## src/rtl/fp_normalizer.sv

```systemverilog
// Post-add normalizer for IEEE-754 single precision: carry right-shift, iterative
// left normalization, round-to-nearest-even, and packing into a 32-bit result.
module fp_normalizer (
  input  logic        clk,
  input  logic        rst_n,
  input  logic        in_valid,
  output logic        in_ready,
  input  logic        sign,
  input  logic [7:0]  exponent,
  input  logic [23:0] mantissa,
  input  logic        carry_out,
  input  logic        guard,
  input  logic        round_bit,
  input  logic        sticky,
  output logic        out_valid,
  input  logic        out_ready,
  output logic [31:0] result,
  output logic        overflow,
  output logic        zero
);

  typedef enum logic [2:0] {IDLE, LOAD, SHIFT, ROUND, DONE} state_t;

  state_t      state_q, state_d;
  logic        s_q, s_d;
  logic        c_q, c_d;
  logic [7:0]  e_q, e_d;
  logic [23:0] m_q, m_d;
  logic [2:0]  grs_q, grs_d;
  logic [31:0] result_q, result_d;
  logic        ovf_q, ovf_d;
  logic        zero_q, zero_d;

  logic        inc;
  logic [24:0] m_sum;
  logic [23:0] m_fin;
  logic [7:0]  e_rnd;
  logic [7:0]  exp_fld;
  logic        rnd_ovf;

  // A rounding carry out of 0xFFFFFF renormalizes to 0x800000 with exponent + 1.
  assign inc     = grs_q[2] & (grs_q[1] | grs_q[0] | m_q[0]);
  assign m_sum   = {1'b0, m_q} + {24'd0, inc};
  assign m_fin   = m_sum[24] ? 24'h800000 : m_sum[23:0];
  assign e_rnd   = m_sum[24] ? e_q + 8'd1 : e_q;
  assign rnd_ovf = m_sum[24] && (e_q == 8'd254);
  assign exp_fld = !m_fin[23] ? 8'd0 : ((e_rnd == 8'd0) ? 8'd1 : e_rnd);

  always_comb begin
    state_d  = state_q;
    s_d      = s_q;
    c_d      = c_q;
    e_d      = e_q;
    m_d      = m_q;
    grs_d    = grs_q;
    result_d = result_q;
    ovf_d    = ovf_q;
    zero_d   = zero_q;
    case (state_q)
      IDLE: begin
        if (in_valid) begin
          s_d     = sign;
          c_d     = carry_out;
          e_d     = exponent;
          m_d     = mantissa;
          grs_d   = {guard, round_bit, sticky};
          ovf_d   = 1'b0;
          zero_d  = 1'b0;
          state_d = LOAD;
        end
      end
      LOAD: begin
        if (c_q) begin
          m_d   = {1'b1, m_q[23:1]};
          grs_d = {m_q[0], grs_q[2], grs_q[1] | grs_q[0]};
          e_d   = e_q + 8'd1;
          if (e_q == 8'd254) begin
            result_d = {s_q, 8'hFF, 23'd0};
            ovf_d    = 1'b1;
            state_d  = DONE;
          end else begin
            state_d = ROUND;
          end
        end else if (m_q == 24'd0 && grs_q == 3'd0) begin
          result_d = '0;
          zero_d   = 1'b1;
          state_d  = DONE;
        end else begin
          state_d = m_q[23] ? ROUND : SHIFT;
        end
      end
      SHIFT: begin
        if (m_q[23] || e_q <= 8'd1) begin
          state_d = ROUND;
        end else begin
          m_d   = {m_q[22:0], grs_q[2]};
          grs_d = {grs_q[1], grs_q[0], 1'b0};
          e_d   = e_q - 8'd1;
        end
      end
      ROUND: begin
        if (rnd_ovf) begin
          result_d = {s_q, 8'hFF, 23'd0};
          ovf_d    = 1'b1;
        end else begin
          result_d = {s_q, exp_fld, m_fin[22:0]};
        end
        state_d = DONE;
      end
      DONE: begin
        if (out_ready) state_d = IDLE;
      end
      default: state_d = IDLE;
    endcase
  end

  always_ff @(posedge clk or negedge rst_n) begin
    if (!rst_n) begin
      state_q  <= IDLE;
      s_q      <= 1'b0;
      c_q      <= 1'b0;
      e_q      <= '0;
      m_q      <= '0;
      grs_q    <= '0;
      result_q <= '0;
      ovf_q    <= 1'b0;
      zero_q   <= 1'b0;
    end else begin
      state_q  <= state_d;
      s_q      <= s_d;
      c_q      <= c_d;
      e_q      <= e_d;
      m_q      <= m_d;
      grs_q    <= grs_d;
      result_q <= result_d;
      ovf_q    <= ovf_d;
      zero_q   <= zero_d;
    end
  end

  assign in_ready  = (state_q == IDLE) && rst_n;
  assign out_valid = (state_q == DONE);
  assign result    = result_q;
  assign overflow  = ovf_q;
  assign zero      = zero_q;

endmodule

```

## config.mk

```make
export PLATFORM = sky130hd
export DESIGN_NAME = fp_normalizer
export DESIGN_NICKNAME = d
export VERILOG_FILES = /design/src/rtl/fp_normalizer.sv
export SDC_FILE = /design/constraint.sdc
export NUM_CORES = 1
export LEC_CHECK = 0
export CORE_MARGIN = 5
export CORE_UTILIZATION = 54
export CTS_BUF_LIST = sky130_fd_sc_hd__clkbuf_16
export DETAILED_ROUTE_END_ITERATION = 12
export GPL_TIMING_DRIVEN = 0
export PLACE_DENSITY = 0.91
export SETUP_SLACK_MARGIN = 0.02
export SLEW_MARGIN = 20
export SYNTH_ARGS = -nofsm -noshare
export SYNTH_HDL_FRONTEND = slang
export SYNTH_SLANG_ARGS = --single-unit
```

## constraint.sdc

```tcl
create_clock -name clk -period 2.53 [get_ports clk]
set_input_delay 0.6325 -clock clk [delete_from_list [all_inputs] [get_ports clk]]
set_output_delay 0.6325 -clock clk [all_outputs]
set_load 0.02 [all_outputs]
```

==> After elaboration in Yosys (flattened, before gate mapping) <==
Cells that the tools add are included.
{ "totals": {"wordCells": 87, "register_bits": 74, "inputBits": 41} }
{ "classes": {"eq_ne": 16, "bitwise": 3, "order_cmp": 1, "addsub": 3, "n_reduce_logical": 18, "n_mux": 37} }
{ "ops": {"columns": ["operator", "count"], "rows": [
  ["24-bit 2-to-1 mux", 4],
  ["32-bit 2-to-1 mux", 3],
  ["24-bit one-hot mux with 3 select lines", 1],
  ["32-bit one-hot mux with 2 select lines", 1],
  ["8-bit 2-to-1 mux", 6],
  ["31-bit 2-to-1 mux", 1],
  ["3-bit 2-to-1 mux", 9],
  ["24-bit by 1-bit adder with 25-bit output", 1],
  ["24-bit logical NOT", 1],
  ["8-bit one-hot mux with 3 select lines", 1],
  ["2-bit inequality test (second input constant)", 8],
  ["3-bit one-hot mux with 5 select lines", 1],
  ["3-bit one-hot mux with 3 select lines", 1],
  ["8-bit by 1-bit adder with 8-bit output (second input constant)", 1],
  ["8-bit == test (second input constant)", 1],
  ["8-bit by 1-bit less-or-equal comparator with 1-bit output (second input constant)", 1],
  ["8-bit logical NOT", 1],
  ["4-bit AND reduction", 2],
  ["8-bit by 1-bit subtractor with 8-bit output (second input constant)", 1],
  ["1-bit 2-to-1 mux", 7],
  ["3-bit by 2-bit == test with 1-bit output (second input constant)", 2],
  ["3-bit logical NOT", 2],
  ["3-bit inequality test (second input constant)", 2],
  ["3-bit AND reduction", 2],
  ["13 further kinds", 18]
]} }

==> Logic depth before layout (Yosys ltp) <==
{ "logic_depth": {"ltp_word": 10, "depth_mapped": 9, "mapped_depth_nobuf": 7} }

==> Worst setup path after synthesis <==
OpenSTA, ideal clock, no wires.
{ "synth_path": {"path_kind": "reg-to-reg", "start": "reg e_q[0]", "end": "reg e_q[5]", "period_less_slack_ns": 1.997, "t_arrival_ns": 1.865, "stages_incl_launch_ff": 9, "setup_slack_ns": 0.533, "n_path_buf": 1, "t_required_ns": 2.398, "path_cell_list": "dfrtp_1 -> inv_1 -> ha_1 -> or2_2 -> a31oi_1 -> a22oi_2 -> buf_2 -> o31ai_1 -> o31ai_1"} }
{ "synth_between": {"elab_chain_len": 4, "elab_cells_between_ends": 9, "cone_classes": "2 x add/sub; 1 x order compare; 1 x eq/ne; 3 x mux; 2 x reduce/logical"} }
{ "synth_rtl": {"columns": ["element", "line_no", "text"], "rows": [
  ["start, declared", "27", "logic [7:0] e_q, e_d;"],
  ["start signal, assigned", "122", "e_q <= '0;"],
  ["start signal, assigned", "132", "e_q <= e_d;"],
  ["8-bit by 1-bit less-or-equal comparator with 1-bit output", "93", "if (m_q[23] || e_q <= 8'd1) begin"],
  ["1-bit logical OR", "93", null],
  ["2-bit inequality test (no line)", null, null],
  ["4-bit AND reduction (no line)", null, null]
]} }
Several ways; a longest one is shown, not always the timed one. The select of a mux whose other input is x is not followed.
A chain may end at the register's enable or synchronous reset.

==> Worst setup path in the final report <==
{ "layout_path": {"start": "reg state_q[2]", "end": "reg grs_q[2]"} }
{ "layout_between": {"elab_chain_len": 3, "elab_cells_between_ends": 9, "cone_classes": "5 x eq/ne; 1 x mux; 3 x reduce/logical"} }
{ "layout_rtl": {"columns": ["element", "line_no", "text"], "rows": [
  ["start, declared", "24", "state_t state_q, state_d;"],
  ["start signal, assigned", "129", "state_q <= state_d;"],
  ["3-bit by 2-bit == test with 1-bit output (tied with other cells)", "59", "case (state_q)"],
  ["2-bit inequality test (no line) or 3-bit nonzero test (tied branches)", null, null],
  ["4-bit AND reduction (no line)", null, null],
  ["end signal, assigned", "134", "grs_q <= grs_d;"],
  ["end, declared", "29", "logic [2:0] grs_q, grs_d;"]
]} }
Several ways; a longest one is shown, not always the timed one.

==> run_results.csv <==
group,metric,value,unit
global_routing,grt_use_total,28.1,%
setup_path,r2r_start,"state_q[2]$_DFFE_PN0P_",
drt,first_iter_violations,404,
sta,rsz0062_at_grt,"true",
synthesis,synth_edf_count,0,
clock_tree,cts_buffers,9,
global_routing,grt_max_degree,30,
sta,period_needed,2520,ps
clock_tree,cts.clk_slew.worst_paths,60,ps
synthesis,yosys.area.top_type,"dfrtp_1",
synthesis,ys_top_cells_by_area,"dfrtp_1, o21ai_0, a22o_1",
drt,vias_per_cell,6.54,
placed_design,gp_congestion,0.952,
sta,setup_viol,0,
drt,vias,4496,
clock_tree,hold_buffers,0,
setup_path,reg2reg_to,"grs_q[2]$_DFFE_PN0P_",
global_routing,overflow,0,
synthesis,synthFlopType,"dfrtp_1",
placed_design,dp_hpwl,9.46,mm
sta,setup_slack,10.2,ps
clock_tree,cts_num_sinks,74,
setup_path,crit_path_start,"state_q[2]$_DFFE_PN0P_",
drt,wl_per_cell,20.2,um
sta,hold_viol,0,
placed_design,post-place-ws,-208,ps
final_layout,fin_cells,687,
clock_tree,cts_root_buf,"clkbuf_16",
drt,drt_pass1_iterations,5,
die,core_area,8130,um2
final_layout,syn2layout_area_growth,29.6,%
setup_path,ff2ff_path_depth,7,
die,die_h,101,um
synthesis,ys_warn_count,0,
setup_path,r2r_slack,10,ps
global_routing,grt_pass1_wl,22.8,mm
synthesis,synth_seq_area_share,41.3,%
synthesis,ys_ff_latch,74,
run,cap_viol_max_count,0,
synthesis,synthDistinctLibCells,63,
clock_tree,clk_latency,340,ps
run_status,status,"completed",
sta,fin_worst_skew,6.70,ps
final_layout,layout-drive-gt1-share,12.9,%
power,leakagePower,2.43,nW
setup_path,critPathArrivalTime,2750,ps
die,start_util,55.1,%
power,peakVddDrop,0.566,mV
placed_design,portBuffers,76,
final_layout,insertedDiodeCount,0,
sta,setup_tns,0,ps
sta,slew_headroom,52.3,%
synthesis,synthArstFlopShare,100,%
drt,drt-total-wl,13.9,mm
clock_tree,htree_levels,3,
global_routing,antenna_found_initial,0,
die,die_area,10200,um2
synthesis,netlist_area,4480,um2
final_layout,postLayoutCoreUtil,71.4,%
synthesis,syn_nets,532,
setup_path,cp.required,2760,ps
setup_path,critPathLaunchType,"flop",
clock_tree,clk_path_buf_depth,2,
sta,max_freq,0.397,GHz
sta,worst_pin_slew,714,ps
die,row_count,33,
setup_path,crit_type,"flop to flop",
clock_tree,tritoncts,"built",
synthesis,synth_top_area_share,41.3,%
sta,fin_crit_sh,99.6,%
power,pwr_density_cell,1390,nW/um2
synthesis,avgSynthCellArea,9.22,um2
final_layout,nets,624,
synthesis,netlist_instances,486,
sta,slew_viol_final,0,
die,die_w,101,um
die,io_pins,77,
min_path,hold_path.class,"input port to asynchronous set/reset pin",
setup_path,end_kind,"flop",
global_routing,first_global_vias,4516,
placed_design,dp_cells,668,
drt,drc,0,
setup_path,worstPathMaxFanout,10,
drt,drtAntennaViolNets,0,
==> cells in the final DEF (no fill, tap or decap), drive strengths merged, types with 3 or more instances in the layout <==
master         synthesis  layout
nor3                   8       8
a31oi                  3       3
clkbuf                21      30
bufinv                 0       3
a21oi                 32      32
nand2                 47      47
o21ai                 54      54
inv                    7       8
nor3b                  4       4
nor2                  21      21
nand3                 16      16
clkdlybuf4s50          0      73
and2                   4       4
o211ai                 9       9
o2bb2ai               24      24
xor2                  19      19
a22o                  25      25
nand4                 10      10
xnor2                 12      12
mux2                   4       4
ha                     5       5
and4                   6       6
dfrtp                 74      74
nor4                  10      10
a22oi                  4       4
buf                   27      32
and3                  10      10
==> per-layer routing <==
metal / vias to the layer above / GRT usage [%] / routed length [um]
li1: 1979 / - / -
met1: 2188 / 37.2 / 5620
met2: 277 / 44.6 / 6660
met3: 52 / 5.81 / 1150
met4: 0 / 12.5 / 478
met5: - / 0 / 0
==> synth_stat cells, types with 2 or more instances <==
library cell  count
ha_1              5
and3_1            9
a211o_1           2
a22o_1           25
o21ai_0          53
nand2b_1          2
nand4_1           7
a221o_1           2
inv_1             7
nor4_1            9
nor3_2            2
nor3b_1           3
nand3_2           2
buf_2            24
o31ai_1           2
mux2_2            4
a21oi_1          32
nor3_1            6
clkbuf_1         21
and4_1            4
and2_1            4
xnor2_1          12
nor2_1           21
o211ai_1          8
o2bb2ai_1        24
or2_2             2
xor2_1           19
dfrtp_1          74
a31oi_1           3
nand2_1          46
a211oi_1          2
a221oi_1          2
buf_4             2
nand3_1          14
a22oi_1           3
nand4_4           2
==> state kept, by name, indices dropped and copies added (netlist names) <==
| register | cells |
|---|---|
| result | 32 |
| m_q | 24 |
| e_q | 8 |
| grs_q | 3 |
| state_q | 3 |
| c_q | 1 |
| overflow | 1 |
| s_q | 1 |
| zero | 1 |
==> how the worst max path moves through the flow <==
stage	end	slack, ps	cells after the start
after floorplan	e_q[5]$_DFFE_PN0P_	530	8
after CTS	grs_q[2]$_DFFE_PN0P_	20	9
after global placement	in_ready	-2570	3
after detailed placement	in_ready	-210	4
after global routing	grs_q[2]$_DFFE_PN0P_	10	9
final	grs_q[2]$_DFFE_PN0P_	10	7
==> through the flow <==
stage | hold WS (ps) | power (mW) | cell area, um2
after floorplan | 337 | 5.01 | 4480
after global placement | 470 | 6.25 | 5380
after detailed placement | 475 | 6.46 | 5400
after CTS | 176 | 7.97 | 5790
after global routing | 183 | 8.56 | 5810
final | 166 | 8.10 | 5810
==> worst max-delay path, cell delays in order (launching register included) <==
cell and delay [ps]:
dfrtp_1 360, clkbuf_1 210, nor3b_1 640, buf_2 380, buf_2 300, a22o_1 200, a21oi_1 60, o21ai_0 240
==> area by class of cell <==
class                           instances  area (um2)
Fill cell                             596        2330
Clock buffer                            9         225
Timing Repair Buffer                   81         846
Multi-Input combinational cell        357        2400
Buffer                                 48         218
Tap cell                              105         131
Clock inverter                          6         108
Sequential cell                        74        1850
Inverter                                7        26.3
==> timing repair <==
action / CTS / global route
setup endpoints to repair: 4 / 24
setup buffers: 3 / 0
pin swaps: 1 / 0
gates cloned: 1 / 0
gates resized for setup: 2 / 5
==> power breakdown <==
group          total [mW]  internal (mW)  switching (mW)
Sequential           2.17           1.72           0.448
Clock                1.46          0.954           0.505
Combinational        4.47           1.74            2.74
==> cells by family after synthesis <==
| group | Yosys count | synth area share (%) |
|---|---|---|
| compound gates | 171 | 26.3 |
| xor+xnor | 31 | 6.06 |
| simple gates | 145 | 18.3 |
| flops | 74 | 41.3 |
| fa+ha+maj | 5 | 1.40 |
| buf+inv | 55 | 5.44 |
| mux | 5 | 1.23 |
No activity file was read; power rests on OpenSTA's default activity.
